$ cat src/rtl/bus_pkg.sv
// Source slot indices and default dimensions shared by the bus controller and its users.
package bus_pkg;
   localparam int NSRC_DEFAULT  = 24;
   localparam int WIDTH_DEFAULT = 32;

   localparam int SRC_R0     = 0;
   localparam int SRC_R1     = 1;
   localparam int SRC_R2     = 2;
   localparam int SRC_R3     = 3;
   localparam int SRC_R4     = 4;
   localparam int SRC_R5     = 5;
   localparam int SRC_R6     = 6;
   localparam int SRC_R7     = 7;
   localparam int SRC_R8     = 8;
   localparam int SRC_R9     = 9;
   localparam int SRC_R10    = 10;
   localparam int SRC_R11    = 11;
   localparam int SRC_R12    = 12;
   localparam int SRC_R13    = 13;
   localparam int SRC_R14    = 14;
   localparam int SRC_R15    = 15;
   localparam int SRC_HI     = 16;
   localparam int SRC_LO     = 17;
   localparam int SRC_ZHI    = 18;
   localparam int SRC_ZLO    = 19;
   localparam int SRC_PC     = 20;
   localparam int SRC_MDR    = 21;
   localparam int SRC_INPORT = 22;
   localparam int SRC_C      = 23;

   function automatic int idx_bits(input int n);
      return (n > 1) ? $clog2(n) : 1;
   endfunction
endpackage

$ cat src/rtl/bus_prio_enc.sv
// Lowest-index-wins priority encoder over the source enables, with any/multi flags.
module bus_prio_enc
   import bus_pkg::*;
#(
   parameter  int NSRC = NSRC_DEFAULT,
   localparam int IDXW = idx_bits(NSRC)
) (
   input  logic [NSRC-1:0] req,
   output logic [IDXW-1:0] idx,
   output logic            any,
   output logic            multi
);
   always_comb begin
      idx = '0;
      // Scan downward so the lowest asserted index is the last to write idx.
      for (int i = NSRC - 1; i >= 0; i--) begin
         if (req[i]) idx = IDXW'(i);
      end
      any   = |req;
      multi = |(req & (req - NSRC'(1)));
   end
endmodule

$ cat src/rtl/param_bus_ctrl.sv
// Registered shared CPU bus: one-hot source select, hold-on-idle and conflict logging.
module param_bus_ctrl
   import bus_pkg::*;
#(
   parameter  int WIDTH     = WIDTH_DEFAULT,
   parameter  int NSRC      = NSRC_DEFAULT,
   parameter  int HOLD_LAST = 1,
   parameter  int CNTW      = 8,
   localparam int IDXW      = idx_bits(NSRC)
) (
   input  logic                  clk,
   input  logic                  clr,
   input  logic [NSRC*WIDTH-1:0] src_data,
   input  logic [NSRC-1:0]       src_out,
   input  logic                  err_clear,
   output logic [WIDTH-1:0]      bus,
   output logic                  bus_valid,
   output logic [IDXW-1:0]       bus_src,
   output logic                  conflict,
   output logic                  conflict_sticky,
   output logic [CNTW-1:0]       conflict_cnt,
   output logic [IDXW-1:0]       first_conflict_src
);
   logic [IDXW-1:0]  win_idx;
   logic             win_any, win_multi;
   logic [WIDTH-1:0] sel_data;

   logic [WIDTH-1:0] bus_q, bus_d;
   logic             valid_q, valid_d;
   logic [IDXW-1:0]  src_q, src_d;
   logic             conf_q, conf_d;
   logic             sticky_q, sticky_d;
   logic [CNTW-1:0]  cnt_q, cnt_d;
   logic [IDXW-1:0]  first_q, first_d;

   bus_prio_enc #(.NSRC(NSRC)) u_enc (
      .req   (src_out),
      .idx   (win_idx),
      .any   (win_any),
      .multi (win_multi)
   );

   always_comb begin
      sel_data = '0;
      for (int i = 0; i < NSRC; i++) begin
         if (win_idx == IDXW'(i)) sel_data = src_data[i*WIDTH +: WIDTH];
      end
   end

   always_comb begin
      bus_d    = bus_q;
      valid_d  = win_any;
      src_d    = src_q;
      conf_d   = win_multi;
      sticky_d = sticky_q;
      cnt_d    = cnt_q;
      first_d  = first_q;
      if (win_any) begin
         bus_d = sel_data;
         src_d = win_idx;
      end else if (HOLD_LAST == 0) begin
         bus_d = '0;
      end
      // Clearing the error log wins over a conflict landing in the same cycle.
      if (err_clear) begin
         sticky_d = 1'b0;
         cnt_d    = '0;
         first_d  = '0;
      end else if (win_multi) begin
         sticky_d = 1'b1;
         if (!(&cnt_q)) cnt_d = cnt_q + CNTW'(1);
         if (!sticky_q) first_d = win_idx;
      end
   end

   always_ff @(posedge clk) begin
      if (clr) begin
         bus_q    <= '0;
         valid_q  <= 1'b0;
         src_q    <= '0;
         conf_q   <= 1'b0;
         sticky_q <= 1'b0;
         cnt_q    <= '0;
         first_q  <= '0;
      end else begin
         bus_q    <= bus_d;
         valid_q  <= valid_d;
         src_q    <= src_d;
         conf_q   <= conf_d;
         sticky_q <= sticky_d;
         cnt_q    <= cnt_d;
         first_q  <= first_d;
      end
   end

   assign bus                = bus_q;
   assign bus_valid          = valid_q;
   assign bus_src            = src_q;
   assign conflict           = conf_q;
   assign conflict_sticky    = sticky_q;
   assign conflict_cnt       = cnt_q;
   assign first_conflict_src = first_q;
endmodule
$ cat config.mk
export PLATFORM = sky130hd
export DESIGN_NAME = param_bus_ctrl
export DESIGN_NICKNAME = d
export VERILOG_FILES = /design/src/rtl/bus_pkg.sv /design/src/rtl/bus_prio_enc.sv /design/src/rtl/param_bus_ctrl.sv
export SDC_FILE = /design/constraint.sdc
export NUM_CORES = 1
export LEC_CHECK = 0
export ABC_AREA = 1
export CAP_MARGIN = 20
export CORE_AREA = 2 2 329 331
export CTS_CLUSTER_SIZE = 25
export DETAILED_ROUTE_END_ITERATION = 8
export DIE_AREA = 0 0 331 333
export PLACE_DENSITY = 0.32
export SLEW_MARGIN = 20
export SYNTH_ARGS = -nofsm -noshare
export SYNTH_HDL_FRONTEND = slang
export SYNTH_HIERARCHICAL = 1
export SYNTH_SLANG_ARGS = --single-unit
$ cat constraint.sdc
create_clock -name clk -period 3.8 [get_ports clk]
set_input_delay 0.38 -clock clk [delete_from_list [all_inputs] [get_ports clk]]
set_output_delay 0.38 -clock clk [all_outputs]
set_load 0.01 [all_outputs]
==> flow_metrics.env, run 1 <==
export IMPL_synth_warning_count=6
export IMPL_h_tree_depth=2
export IMPL_clock_fmax_mhz=248
export IMPL_dieArea_um2=110000
export IMPL_power_density_nw_per_um2=139
export IMPL_leakage_nw=9.80
export IMPL_fin_nets=3783
export IMPL_dp_hpwl_um=87700
export IMPL_synth_compound_area_share_pct=10.5
export IMPL_hold_class="reg -> reg"
export IMPL_placed_area_um2=21600
export IMPL_cts_buffer_depth=2
export IMPL_switchingPower_mw=1.23
export IMPL_yosys_area_share_simple_pct=62.9
export IMPL_ant_nets=0
export IMPL_place_inst=4318
export IMPL_status="complete, but fails checks"
export IMPL_synth_fa_ha_area_share_pct=0.135
export IMPL_crit_fanout=5
export IMPL_grt_ovfl_total=0
export IMPL_grt_usage_pct=17.2
export IMPL_core_area_um2=107000
export IMPL_grt_max_degree=36
export IMPL_fin_skew_ns=0.0152
export IMPL_cp_end_kind="register"
export IMPL_synthCells=1893
export IMPL_synth_ff_type="dfxtp_1"
export IMPL_hp_start="bus[18]$_SDFFE_PP0P_"
export IMPL_rsz0062_at_grt="yes"
export IMPL_cts_buffers=5
export IMPL_p_int_mw=2.07
export IMPL_reg2regPathDepth=8
export IMPL_pre_cts_ws_ns=-1.65
export IMPL_setup_viol=24
export IMPL_synth_distinct_cells=44
export IMPL_comb_power_share_pct=65.3
export IMPL_path_clk_slew_ns=0.09
export IMPL_synth_top_area_cell="nand2_1"
export IMPL_slowest_delay_ns=0.23
export IMPL_cp_required_ns=3.99
export IMPL_cp_slowest_cell="nor2_2"
export IMPL_wirelength_um=99700
export IMPL_wl_per_cell_um=22.7
export IMPL_fin_cells=4393
export IMPL_ys_seq_area_share_pct=11.5
export IMPL_portBuffers=847
export IMPL_holdPathStages=2
export IMPL_synth_most_common_cell="nand2_1"
export IMPL_firstDrtPassIters=5
export IMPL_irDropWorstVdd_mv=0.189
export IMPL_num_io_pins=848
export IMPL_holdBufCountCts=0
export IMPL_syn_nets=2689
export IMPL_avgSynthCellArea_um2=4.88
export IMPL_syn2layout_area_growth_pct=156
export IMPL_grt_pass1_vias=17200
export IMPL_synth_seq_cells=53
export IMPL_netlist_area_um2=9250
export IMPL_r2r_end="conflict_cnt[7]$_SDFFE_PP0P_"
export IMPL_hold_end="bus[18]$_SDFFE_PP0P_"
export IMPL_chipHeight_um=333
export IMPL_violations="negative setup slack"
export IMPL_cts_tree="done"
export IMPL_worstPathArrival_ns=4.22
export IMPL_drtIter0Drc=605
export IMPL_seqPwrFrac_pct=18.7
export IMPL_total_power_mw=3.30
export IMPL_start_util_pct=8.67
export IMPL_drv_cap=0
export IMPL_clkLatencyLatePin_ns=0.32
export IMPL_startpoint_type="primary input"
export IMPL_synthTopCellsByCount="nand2_1, nor2_1, inv_1"
export IMPL_r2r_start="conflict_cnt[1]$_SDFFE_PP0P_"
export IMPL_fin_crit_ns=4.03
export IMPL_viasPerCell=3.72
export IMPL_synth_top_family_by_area="simple AND/OR/NAND/NOR gates"
export IMPL_switching_share_pct=37.2
export IMPL_finalHoldViolations=0
export IMPL_drc=0
export IMPL_crit_top_cell="nand2_1"
export IMPL_synthTopCellsByArea="nand2_1, dfxtp_1, nor2_1"
export IMPL_min_period_over_period_pct=106
export IMPL_fin_area_um2=23700
export IMPL_cts_sinks=53
export IMPL_finish_utilization_pct=22.2
export IMPL_yosysTopAreaCellShare_pct=28.2
export IMPL_vias=16300
export IMPL_cts_root_buf="clkbuf_16"
export IMPL_synth_async_reset_ratio_pct=0
export IMPL_rows=120
export IMPL_relSlewSlack_pct=56.9
export IMPL_final_setup_worst_slack_ns=-0.232
export IMPL_drv_slew=0
export IMPL_crit_type="in -> reg"
export IMPL_synth_edf_count=0
export IMPL_die_x_um=331
export IMPL_grt_pass1_wl_um=133000
export IMPL_synthXorXnorAreaFrac_pct=0.0947
export IMPL_gp_congestion=0.888
export IMPL_p_clk_share_pct=16.1
export IMPL_antenna_found_initial=17
export IMPL_drive_above_1_share_pct=24.3
export IMPL_r2r_slack_ns=1.80
export IMPL_tightest_slew_ns=0.641
export IMPL_synth_mux_area_share_pct=0
==> worst max-delay path by stage <==
stage | cells past startpoint | slack (ns) | from | end
finish | 45 | -0.23 | src_out[20] | bus[19]$_SDFFE_PP0P_
CTS | 29 | -0.32 | src_out[21] | bus[23]$_SDFFE_PP0P_
detailed placement | 43 | -1.65 | src_out[20] | bus[0]$_SDFFE_PP0P_
global placement | 43 | -1.72 | src_out[20] | bus[0]$_SDFFE_PP0P_
global route | 41 | -0.67 | src_out[20] | bus[28]$_SDFFE_PP0P_
floorplan | 22 | 0.38 | src_out[16] | bus[13]$_SDFFE_PP0P_
==> registers in the layout (all words and copies together) (netlist names) <==
signal	flops
conflict	1
conflict_sticky	1
bus_src	5
first_conflict_src	5
bus_valid	1
bus	32
conflict_cnt	8
==> critical path, delay by kind of cell <==
kind                   cells  cell delay [ns]
buffers and inverters      8             0.70
and+or+nand+nor           35             2.82
AOI/OAI and AO/OA          2             0.27
==> routing by layer <==
layer | vias to the layer above | GRT usage [%] | share of wire [%]
met5 | - | 0 | 0.13
met4 | 20 | 2.69 | 1.6
met3 | 63 | 3.70 | 6.5
met2 | 585 | 32.0 | 51
li1 | 8151 | - | -
met1 | 7514 | 20.3 | 41
==> metrics by stage <==
stage	TNS, ns	hold slack [ns]
CTS	-5.07	0.461
global route	-14.69	0.486
finish	-3.16	0.467
floorplan	0	0.489
global placement	-42.66	0.452
detailed placement	-41.13	0.455
==> final cells by class <==
type                    instances  area (µm²)
fillers                     12300       82900
diodes                          2        5.00
well taps                    1403        1760
clock buffers                   6         139
repair buffers               1176       11700
inverters                     259         987
clock inverters                 2        13.8
multi-input cells            1492        8040
flip-flops and latches         53        1060
==> kinds of logic after synthesis <==
family,count (synthesis)
buf+inv,348
flops,53
simple gates,1312
fa+ha+maj,1
compound gates,178
xor+xnor,1
==> power groups by stage <==
stage / logic [mW] / clock network [mW] / registers (mW)
floorplan: 0.405 / 0 / 0.642
global placement: 1.95 / 0 / 0.628
detailed placement: 1.95 / 0 / 0.628
CTS: 2.14 / 0.565 / 0.616
global route: 2.31 / 0.579 / 0.621
finish: 2.15 / 0.530 / 0.616
==> timing repair <==
item,CTS,global route
setup endpoints to repair,32,40
resized for setup,325,111
pin swaps,155,188
cloned,1,1
setup buffers,54,17
==> placed cells by master, fill, tap and decap left out, drive strengths merged <==
cell type,count
a21oi,110
a2111oi,1
inv,258
clkinv,3
nand2,702
o21bai,1
nor4,1
nand4,139
and3,1
diode,2
clkdlybuf4s15,2
a311oi,1
o21ai,51
dlygate4sd2,14
or2,71
ha,1
clkbuf,7
clkdlybuf4s50,824
dfxtp,53
o221a,1
buf,335
o22ai,1
nor2,279
nor3,7
a21boi,1
a211oi,7
o311ai,1
xor2,1
a221oi,1
nand3,112
o32ai,1
o2111a,1
Note: power is estimated with default switching activity, not from simulation.
==> inputs of run 2 (changes only) <==
Settings changed: PLACE_DENSITY 0.32 to unset, PLACE_DENSITY_LB_ADDON set to 0.2.
==> flow_metrics.env, run 2 (synthesis gave the netlist of run 1 again) <==
export IMPL_status="complete, but fails checks"
export IMPL_violations="negative setup slack"
export IMPL_drv_cap=0
export IMPL_irDropWorstVdd_mv=0.170
export IMPL_path_clk_slew_ns=0.08
export IMPL_power_density_nw_per_um2=145
export IMPL_grt_max_degree=37
export IMPL_antenna_found_initial=24
export IMPL_min_period_over_period_pct=109
export IMPL_use_met3_pct=4.09
export IMPL_cp_end_kind="register"
export IMPL_cts_tree="done"
export IMPL_fin_setup_tns_ns=-3.33
export IMPL_slowest_delay_ns=0.26
export IMPL_rows=120
export IMPL_relSlewSlack_pct=31.2
export IMPL_path_buf_inv=10
export IMPL_p_clk_share_pct=17.4
export IMPL_grt_pass1_wl_um=129000
export IMPL_pre_cts_ws_ns=-1.53
export IMPL_crit_type="in -> reg"
export IMPL_fin_crit_ns=4.13
export IMPL_worstPathArrival_ns=4.31
export IMPL_wl_per_cell_um=22.3
export IMPL_dieArea_um2=110000
export IMPL_cp_slowest_cell="nand4_1"
export IMPL_grt_ovfl_total=0
export IMPL_clock_fmax_mhz=242
export IMPL_h_tree_depth=2
export IMPL_crit_fanout=4
export IMPL_grtUsageMet1_pct=19.6
export IMPL_wirelength_um=97700
export IMPL_final_cell_mix="clkdlybuf4s50_1, nand2_1, inv_1"
export IMPL_grt_pass1_vias=16800
export IMPL_tightest_slew_ns=1.03
export IMPL_viasPerCell=3.72
export IMPL_num_io_pins=848
export IMPL_switchingPower_mw=1.23
export IMPL_cts_sinks=53
export IMPL_hold_worst_slack_ns=0.472
export IMPL_drtIter0Drc=686
export IMPL_portBuffers=847
export IMPL_chipHeight_um=333
export IMPL_finalHoldViolations=0
export IMPL_ant_nets=0
export IMPL_final_setup_worst_slack_ns=-0.331
export IMPL_grt_usage_pct=16.8
export IMPL_drive_above_1_share_pct=22.8
export IMPL_cts_root_buf="clkbuf_16"
export IMPL_hold_class="reg -> reg"
export IMPL_core_area_um2=107000
export IMPL_leakage_nw=9.63
export IMPL_place_inst=4312
export IMPL_comb_power_share_pct=64.5
export IMPL_firstDrtPassIters=6
export IMPL_startpoint_type="primary input"
export IMPL_rsz0062_at_grt="yes"
export IMPL_crit_family="simple AND/OR/NAND/NOR gates"
export IMPL_cp_required_ns=3.98
export IMPL_clkLatencyLatePin_ns=0.31
export IMPL_total_power_mw=3.39
export IMPL_grt_busiest_layer="met2"
export IMPL_switching_share_pct=36.2
export IMPL_drv_slew=0
export IMPL_drc=0
export IMPL_layout_commonest_cell="clkdlybuf4s50_1"
export IMPL_largest_reg_flops=32
export IMPL_syn2layout_area_growth_pct=152
export IMPL_fin_nets=3758
export IMPL_seqPwrFrac_pct=18.2
export IMPL_die_x_um=331
export IMPL_p_int_mw=2.16
export IMPL_setup_viol=21
export IMPL_start_util_pct=8.67
export IMPL_cts_buffer_depth=2
export IMPL_met2_usage_pct=30.5
export IMPL_dp_hpwl_um=85200
export IMPL_gp_congestion=0.889
export IMPL_vias=16300
export IMPL_cts_buffers=5
export IMPL_fin_skew_ns=0.00122
export IMPL_fin_cells=4376
## run 2: what timing repair did
item	4_1_cts	5_1_grt
pin swaps	103	174
gates cloned	3	0
buffers inserted	22	25
gates resized for setup	246	142
hold buffers	0	0
setup endpoints to repair	32	32
## run 2: layout make-up
cell class	count	area, µm²
Clock inverter	1	30.0
Sequential cell	53	1060
Tap cell	1403	1760
Timing Repair Buffer	1148	11400
Inverter	259	982
Multi-Input combinational cell	1495	7920
Fill cell	12300	83300
Clock buffer	7	143
Antenna cell	10	25.0
## run 2: worst min-delay path: cells and delay by family (launching register included)
| family | cells | cell delay (ns) |
|---|---|---|
| DFF | 1 | 0.31 |
| and+or+nand+nor | 1 | 0.06 |
| AOI/OAI and AO/OA | 1 | 0.06 |
## run 2: final timing paths
| path | startpoint | to | slack, ns | cells past startpoint |
|---|---|---|---|---|
| setup reg to reg | conflict_cnt[0]$_SDFFE_PP0P_ | conflict_cnt[7]$_SDFFE_PP0P_ | 1.93 | 8 |
| hold reg to reg | bus[9]$_SDFFE_PP0P_ | bus[9]$_SDFFE_PP0P_ | 0.47 | 2 |
| setup / recovery | src_out[22] | bus[12]$_SDFFE_PP0P_ | -0.33 | 34 |
| hold / removal | bus[9]$_SDFFE_PP0P_ | bus[9]$_SDFFE_PP0P_ | 0.47 | 2 |
## run 2: through the flow
step	util, %	cell area (µm²)
global placement	20.1	21500
global route	21.9	23300
floorplan	-	9250
finish	21.9	23300
CTS	21.2	22600
detailed placement	20.1	21500
## run 2: per-layer routing
layer | wire (µm) | part of all wire [%] | up-vias
met5 | 105 | 0.11 | -
met4 | 1860 | 1.9 | 16
met3 | 7060 | 7.2 | 75
met2 | 48800 | 50 | 583
met1 | 39900 | 41 | 7500
li1 | - | - | 8108
## run 2: power by group through the flow
stage               combinational (mW)  clock, mW  sequential, mW
global route                      2.33      0.627           0.621
finish                            2.18      0.588           0.616
CTS                               2.13      0.617           0.616
global placement                  1.96          0           0.628
floorplan                        0.405          0           0.642
detailed placement                1.96          0           0.628
==> inputs of run 3 (changes only) <==
Settings changed: CTS_CLUSTER_DIAMETER set to 30.
==> results of run 3 <==
Same layout as run 2: the final DEF is identical, and so are final timing and power.
